==> src/rtl/pipe_pkg.sv <==
// Shared types and constants for the pipeline register chain.
package pipe_pkg;

  localparam int WORD_WIDTH = 32;
  localparam logic [WORD_WIDTH-1:0] NOP_INSTR = 32'h0000_0000;

  typedef struct packed {
    logic                  valid;
    logic [WORD_WIDTH-1:0] pc;
    logic [WORD_WIDTH-1:0] instr;
  } pipe_entry_t;

endpackage

==> src/rtl/pipe_reg_slot.sv <==
// One pipeline register slot: clear wins over load; an invalid source only
// drops the valid bit so the payload keeps its last value.
module pipe_reg_slot
  import pipe_pkg::*;
#(
  parameter int                     PC_WIDTH    = WORD_WIDTH,
  parameter int                     INSTR_WIDTH = WORD_WIDTH,
  parameter logic [INSTR_WIDTH-1:0] RESET_INSTR = INSTR_WIDTH'(NOP_INSTR)
) (
  input  logic                   clk,
  input  logic                   rst,
  input  logic                   clear,
  input  logic                   load,
  input  logic                   src_valid,
  input  logic [PC_WIDTH-1:0]    src_pc,
  input  logic [INSTR_WIDTH-1:0] src_instr,
  output logic                   valid,
  output logic [PC_WIDTH-1:0]    pc,
  output logic [INSTR_WIDTH-1:0] instr
);

  logic                   valid_reg;
  logic [PC_WIDTH-1:0]    pc_reg;
  logic [INSTR_WIDTH-1:0] instr_reg;

  always_ff @(posedge clk) begin
    if (rst || clear) begin
      valid_reg <= 1'b0;
      pc_reg    <= '0;
      instr_reg <= RESET_INSTR;
    end else if (load) begin
      valid_reg <= src_valid;
      if (src_valid) begin
        pc_reg    <= src_pc;
        instr_reg <= src_instr;
      end
    end
  end

  assign valid = valid_reg;
  assign pc    = pc_reg;
  assign instr = instr_reg;

endmodule

==> src/rtl/pipe_reg_chain.sv <==
// DEPTH-slot pipeline register with valid/ready backpressure, bubble
// collapsing, freeze and flush. Define PIPE_REG_CHAIN_PERF_EN for perf counters.
module pipe_reg_chain
  import pipe_pkg::*;
#(
  parameter int                     PC_WIDTH    = WORD_WIDTH,
  parameter int                     INSTR_WIDTH = WORD_WIDTH,
  parameter int                     DEPTH       = 1,
  parameter logic [INSTR_WIDTH-1:0] NOP_INSTR   = INSTR_WIDTH'(pipe_pkg::NOP_INSTR)
) (
  input  logic                   clk,
  input  logic                   rst,
  input  logic                   freeze,
  input  logic                   flush,
  input  logic                   in_valid,
  input  logic [PC_WIDTH-1:0]    in_pc,
  input  logic [INSTR_WIDTH-1:0] in_instr,
  output logic                   in_ready,
  output logic                   out_valid,
  output logic [PC_WIDTH-1:0]    out_pc,
  output logic [INSTR_WIDTH-1:0] out_instr,
  input  logic                   out_ready
`ifdef PIPE_REG_CHAIN_PERF_EN
  ,
  output logic [31:0]            perf_xfer_cnt,
  output logic [31:0]            perf_stall_cnt,
  output logic [31:0]            perf_flush_cnt
`endif
);

  if (DEPTH < 1 || DEPTH > 8) begin : g_bad_depth
    $error("pipe_reg_chain: DEPTH must be in 1..8");
  end

  logic [DEPTH-1:0]       slot_valid;
  logic [PC_WIDTH-1:0]    slot_pc    [DEPTH];
  logic [INSTR_WIDTH-1:0] slot_instr [DEPTH];
  logic [DEPTH-1:0]       src_valid;
  logic [PC_WIDTH-1:0]    src_pc     [DEPTH];
  logic [INSTR_WIDTH-1:0] src_instr  [DEPTH];
  logic [DEPTH-1:0]       adv;
  logic [DEPTH-1:0]       load;
  logic                   hold_all;

  assign hold_all = freeze | flush;

  // A slot may advance if it is empty or its successor advances; an empty
  // slot is therefore always fillable and bubbles close under a stall.
  always_comb begin
    adv = '0;
    adv[DEPTH-1] = ~slot_valid[DEPTH-1] | out_ready;
    for (int k = DEPTH - 2; k >= 0; k--) begin
      adv[k] = ~slot_valid[k] | adv[k+1];
    end
  end

  assign in_ready  = adv[0] & ~hold_all;
  assign out_valid = slot_valid[DEPTH-1] & ~hold_all;
  assign out_pc    = slot_pc[DEPTH-1];
  assign out_instr = slot_instr[DEPTH-1];

  for (genvar gi = 0; gi < DEPTH; gi++) begin : g_slot
    if (gi == 0) begin : g_src_in
      assign src_valid[gi] = in_valid & in_ready;
      assign src_pc[gi]    = in_pc;
      assign src_instr[gi] = in_instr;
    end else begin : g_src_prev
      assign src_valid[gi] = slot_valid[gi-1];
      assign src_pc[gi]    = slot_pc[gi-1];
      assign src_instr[gi] = slot_instr[gi-1];
    end

    assign load[gi] = adv[gi] & ~hold_all;

    pipe_reg_slot #(
      .PC_WIDTH   (PC_WIDTH),
      .INSTR_WIDTH(INSTR_WIDTH),
      .RESET_INSTR(NOP_INSTR)
    ) u_slot (
      .clk      (clk),
      .rst      (rst),
      .clear    (flush),
      .load     (load[gi]),
      .src_valid(src_valid[gi]),
      .src_pc   (src_pc[gi]),
      .src_instr(src_instr[gi]),
      .valid    (slot_valid[gi]),
      .pc       (slot_pc[gi]),
      .instr    (slot_instr[gi])
    );
  end

`ifdef PIPE_REG_CHAIN_PERF_EN
  logic [31:0] perf_xfer_reg;
  logic [31:0] perf_stall_reg;
  logic [31:0] perf_flush_reg;

  always_ff @(posedge clk) begin
    if (rst) begin
      perf_xfer_reg  <= '0;
      perf_stall_reg <= '0;
      perf_flush_reg <= '0;
    end else begin
      if (out_valid && out_ready) perf_xfer_reg <= perf_xfer_reg + 32'd1;
      if ((slot_valid[DEPTH-1] && !out_ready) || freeze)
        perf_stall_reg <= perf_stall_reg + 32'd1;
      if (flush) perf_flush_reg <= perf_flush_reg + 32'd1;
    end
  end

  assign perf_xfer_cnt  = perf_xfer_reg;
  assign perf_stall_cnt = perf_stall_reg;
  assign perf_flush_cnt = perf_flush_reg;
`endif

endmodule
==> config.mk <==
export PLATFORM = sky130hd
export DESIGN_NAME = pipe_reg_chain
export DESIGN_NICKNAME = d
export VERILOG_FILES = /design/src/rtl/pipe_pkg.sv /design/src/rtl/pipe_reg_slot.sv /design/src/rtl/pipe_reg_chain.sv
export SDC_FILE = /design/constraint.sdc
export NUM_CORES = 1
export LEC_CHECK = 0
export CORE_UTILIZATION = 41
export CTS_CLUSTER_DIAMETER = 100
export DETAILED_ROUTE_END_ITERATION = 8
export HOLD_SLACK_MARGIN = 0.02
export PLACE_DENSITY = 0.8
export SLEW_MARGIN = 25
export SYNTH_ARGS = -nofsm -noshare
export SYNTH_HDL_FRONTEND = slang
export SYNTH_SLANG_ARGS = --single-unit
export TNS_END_PERCENT = 50
==> constraint.sdc <==
create_clock -name clk -period 1.44 [get_ports clk]
set_input_delay 0.144 -clock clk [delete_from_list [all_inputs] [get_ports clk]]
set_output_delay 0.144 -clock clk [all_outputs]
set_load 0.02 [all_outputs]
# Yosys cells after proc, flatten, opt, wreduce, memory -nomap -nowiden
# Index checks and enable logic that the tools add are counted.
# totals
register_bits,65
input_bits,70
out_inout_bits,66
wordCells,12
# classes
n_bitwise,7
n_reduce_logical,2
# ops
op,n
bitwise AND 1 bit,3
inverter 1 bit,2
bitwise OR 1 bit,2
AND reduction 2 bit,1
logical OR 1 bit,1

# Depth between registers and ports, before layout
# logic_depth
depth_word,5
mapped_depth,5
ltp_nobuf,3

# Hierarchy
# From an unflattened synthesis, not the netlist that was laid out.
# hier_totals
hier_cells,300
area_unflattened_um2,2859.0
# modules_own_cells
mod,n_inst,cells_each,area_per_inst_um2,seq_area_each_um2
pipe_reg_slot,1,295,2821.5,1301.2
pipe_reg_chain,1,5,37.5,0.0

# Worst setup path after synthesis
# Ideal clock, no wire load.
# synth_path
path_kind,reg-to-output
startpoint,register g_slot[0].u_slot.valid_reg
endpoint,output in_ready
t_arrival_ns,1.075
t_required_ns,1.296
setup_slack_ns,0.221
path_stages_with_launch,5
n_path_buf,2
path_cell_list,dfxtp_1 and2b_1 buf_4 buf_2 nor2_1
# synth_between
elab_chain_cells,3
# synth_lines
element,line_no,text
"start, declared",pipe_reg_slot.sv:22,logic valid_reg;
"start signal, assigned",pipe_reg_slot.sv:32,valid_reg <= src_valid;
inverter 1 bit,pipe_reg_chain.sv:51,adv[DEPTH-1] = ~slot_valid[DEPTH-1] | out_ready;
bitwise OR 1 bit,pipe_reg_chain.sv:51,
bitwise AND 1 bit,pipe_reg_chain.sv:57,assign in_ready = adv[0] & ~hold_all;
"end, declared",pipe_reg_chain.sv:18,"output logic in_ready,"
# No other way between the ends.

# Worst setup path after layout
# layout_path
startpoint,input flush
endpoint,register g_slot[0].u_slot.pc_reg[3]
# layout_between
elab_chain_cells,5
elab_cells_between_ends,6
classes_between,4 x bitwise; 2 x reduce/logical
# layout_lines
element,line_no,text
"start, declared",pipe_reg_chain.sv:14,"input logic flush,"
bitwise OR 1 bit,pipe_reg_chain.sv:45,assign hold_all = freeze | flush;
inverter 1 bit,"pipe_reg_chain.sv:57, pipe_reg_chain.sv:73",
bitwise AND 1 bit,"pipe_reg_chain.sv:57, pipe_reg_chain.sv:73",
bitwise AND 1 bit,pipe_reg_chain.sv:64,assign src_valid[gi] = in_valid & in_ready;
AND reduction 2 bit (no line),-,
"end signal, assigned",pipe_reg_slot.sv:34,pc_reg <= src_pc;
"end, declared",pipe_reg_slot.sv:23,logic [PC_WIDTH-1:0] pc_reg;
# Several ways; a longest one is shown, not always the timed one.
# A chain may end at the register's enable or synchronous reset.

==> results.py <==
metrics = {
    "route": {
        "totalWireLength_mm": 9.04,
        "route.detailed.drc": 0,
        "viasPerCell": 5.82,
        "drt_iter0_markers": 162,
        "via_count": 3097,
        "wire_per_inst_um": 17.0,
        "final_antenna_net_count": 0,
        "drt_first_pass_iters": 4,
    },
    "worst_setup_path": {
        "crit_type": "primary input to register",
        "r2r-start": "g_slot[0].u_slot.valid",
        "r2r_cells": 4,
        "reg2reg_slack_ps": 80,
        "cp_slowest_cell": "clkdlybuf4s50_1",
        "cp_max_fo": 52,
        "r2r-end": "g_slot[0].u_slot.pc[3]",
        "crit_chain": "clkdlybuf4s50_1 -> or2_2 -> buf_4 -> buf_12 -> o31ai_1 -> a21oi_1",
        "cp-end-kind": "register",
        "slowest_delay_ps": 420,
        "arrival_ps": 1660,
        "worstSetupEndpoint": "g_slot[0].u_slot.pc[3]",
        "cp-startpoint": "flush",
        "cp.required_ps": 1650,
        "cp-start-kind": "primary input",
    },
    "floorplanning": {
        "start_util_pct": 42.7,
        "coreArea_sq_mm": 0.00683,
        "row_count": 30,
        "dieArea_sq_mm": 0.00745,
        "die_height_um": 86.3,
        "io_pins": 136,
        "die_w_um": 86.3,
    },
    "global_routing": {
        "grt.total_usage_pct": 23.6,
        "grt_pass1_wl_mm": 14.0,
        "grt_pass1_vias": 2862,
        "grt_max_degree": 66,
        "antenna_found_initial": 0,
        "grt-ovfl-total": 0,
    },
    "yosys": {
        "netlist_instances": 316,
        "yosys.area.top_type": "dfxtp_1",
        "yosys_warnings": 0,
        "netlist_area_sq_mm": 0.00292,
        "synth-seq-cells": 65,
        "yosys.area.top_type_share_pct": 44.6,
        "avgSynthCellArea_sq_um": 9.23,
        "yosysSeqAreaShare_pct": 44.6,
        "synthTopCellsByArea": "dfxtp_1 45%, nand4_1 14%, o31ai_1 11%",
        "yosysUniqueCellTypes": 19,
        "synth_fp_nets": 386,
    },
    "run": {
        "maxCapViolCount": 0,
    },
    "place": {
        "port_buffers": 135,
        "place_congestion": 0.723,
        "dpl_cell_area_sq_mm": 0.00436,
        "placed_cells": 517,
        "dp_hpwl_mm": 5.63,
    },
    "clock_tree": {
        "path_clk_slew_ps": 70,
        "ctsHoldBuffers": 0,
        "cts_root_buf": "clkbuf_8",
        "cts_htree_levels": 3,
        "insertion_delay_ps": 320,
        "numCtsBuffers": 9,
        "cts_tree": "done",
        "post-cts-setup-buffers": 0,
        "cts_sinks": 65,
        "cts.path.max_buffers": 2,
    },
    "final_layout": {
        "final_core_util_pct": 67.5,
        "finalNonFillerCells": 532,
        "nets": 502,
        "design_area_sq_mm": 0.00461,
        "drive_gt1_share_pct": 14.4,
        "antenna-diode-count": 0,
        "fill_cells": 569,
        "area_growth_pct": 58.3,
    },
    "timing": {
        "hold_viol": 0,
        "min_period_over_period_pct": 100,
        "slew_violations": 0,
        "max-slew-margin-rel_pct": 60.6,
        "clock-skew-final_ps": 5.80,
        "layout_setup_ws_ps": -6.40,
        "max_freq_mhz": 691,
        "finalCriticalPeriod_ps": 1450,
        "tightestPinTransition_ps": 591,
        "rsz0062_at_grt": "true",
        "tns_ps": -6.40,
        "setup_viol": 1,
    },
    "status": {
        "violations": "setup timing",
        "status": "complete, but fails checks",
    },
    "power": {
        "vdd_drop_max_mv": 0.676,
        "power_density_mw_per_mm2": 853,
        "p_leak_nw": 2.19,
        "total_power_w": 0.00393,
    },
    "worst_hold_path": {
        "hold_class": "primary input to register",
    },
}
## cells in the final DEF (no fill, tap or decap), types with 7 or more instances in the layout
cell type,synthesis,routed
o31ai_2,20,22
dfxtp_1,65,65
buf_12,0,7
o31ai_1,44,42
nand4_1,64,64
dlymetal6s2s_1,0,34
a21oi_1,65,65
buf_4,3,10
clkbuf_8,0,11
dlygate4sd2_1,0,25
clkdlybuf4s50_1,0,73
## area by class of cell
type	count	area, sq um	share of cell area (%)
multi-input cells	202	1380	29.9
inverters	1	3.75	0.0813
clock buffers	12	155	3.36
flip-flops and latches	65	1300	28.2
repair buffers	153	1620	35.0
clock inverters	3	40.0	0.868
well taps	96	120	2.60
## worst min-delay path by stage
stage,from,endpoint,slack (ps),cells past startpoint
after floorplan,in_instr[0],g_slot[0].u_slot.instr[0],290,2
after global placement,g_slot[0].u_slot.pc[0],g_slot[0].u_slot.pc[0],450,2
after detailed placement,g_slot[0].u_slot.pc[24],g_slot[0].u_slot.pc[24],460,2
after CTS,in_valid,g_slot[0].u_slot.valid,320,4
after global routing,in_valid,g_slot[0].u_slot.pc[27],350,4
final,in_valid,g_slot[0].u_slot.valid,330,4
## critical path: cells and delay by family
kind / cells / cell delay [ps]
buf+inv: 3 / 770
simple gates: 1 / 330
compound gates: 2 / 380
## logic make-up (layout without fill, tap and decap cells)
group	count (synthesis)	in the layout	synth area share (%)
and+or+nand+nor	72	72	15.3
AOI/OAI and AO/OA	130	130	31.2
buffers and inverters	49	169	8.84
DFF	65	65	44.6
## cells in the mapped netlist (all sizes together)
cell type	count
nor2	2
or2	2
a21oi	65
nand4	64
inv	1
dfxtp	65
buf	31
nand3	1
and2b	1
nand2b	1
and2	1
o21ai	1
o31ai	64
clkbuf	17
## timing repair
| item | in CTS | in global routing |
|---|---|---|
| pin swaps | 0 | 0 |
| resized for setup | 31 | 38 |
| endpoints found under the setup margin | 87 | 57 |
## where the power goes
group	switching, W	internal [W]	total, W
Combinational	0.000279	0.000279	0.000559
Clock	0.000658	0.000880	0.00154
Sequential	0.0000145	0.00182	0.00184
## routing by layer
| layer | vias to the layer above | GRT usage (%) | share of wire (%) |
|---|---|---|---|
| met5 | - | 0 | 0 |
| met4 | 0 | 6.82 | 0.55 |
| met3 | 4 | 5.14 | 7.5 |
| met2 | 137 | 40.8 | 51 |
| met1 | 1481 | 29.4 | 41 |
| li1 | 1475 | - | - |
## through the flow
step | hold slack (ps) | setup WS [ps]
3_3_place_gp | 454 | -351
6_report | 334 | -6.40
5_1_grt | 354 | -49.5
3_5_place_dp | 461 | -384
2_1_floorplan | 294 | 221
4_1_cts | 319 | 0.328
No activity file was read; power rests on OpenSTA's default activity.
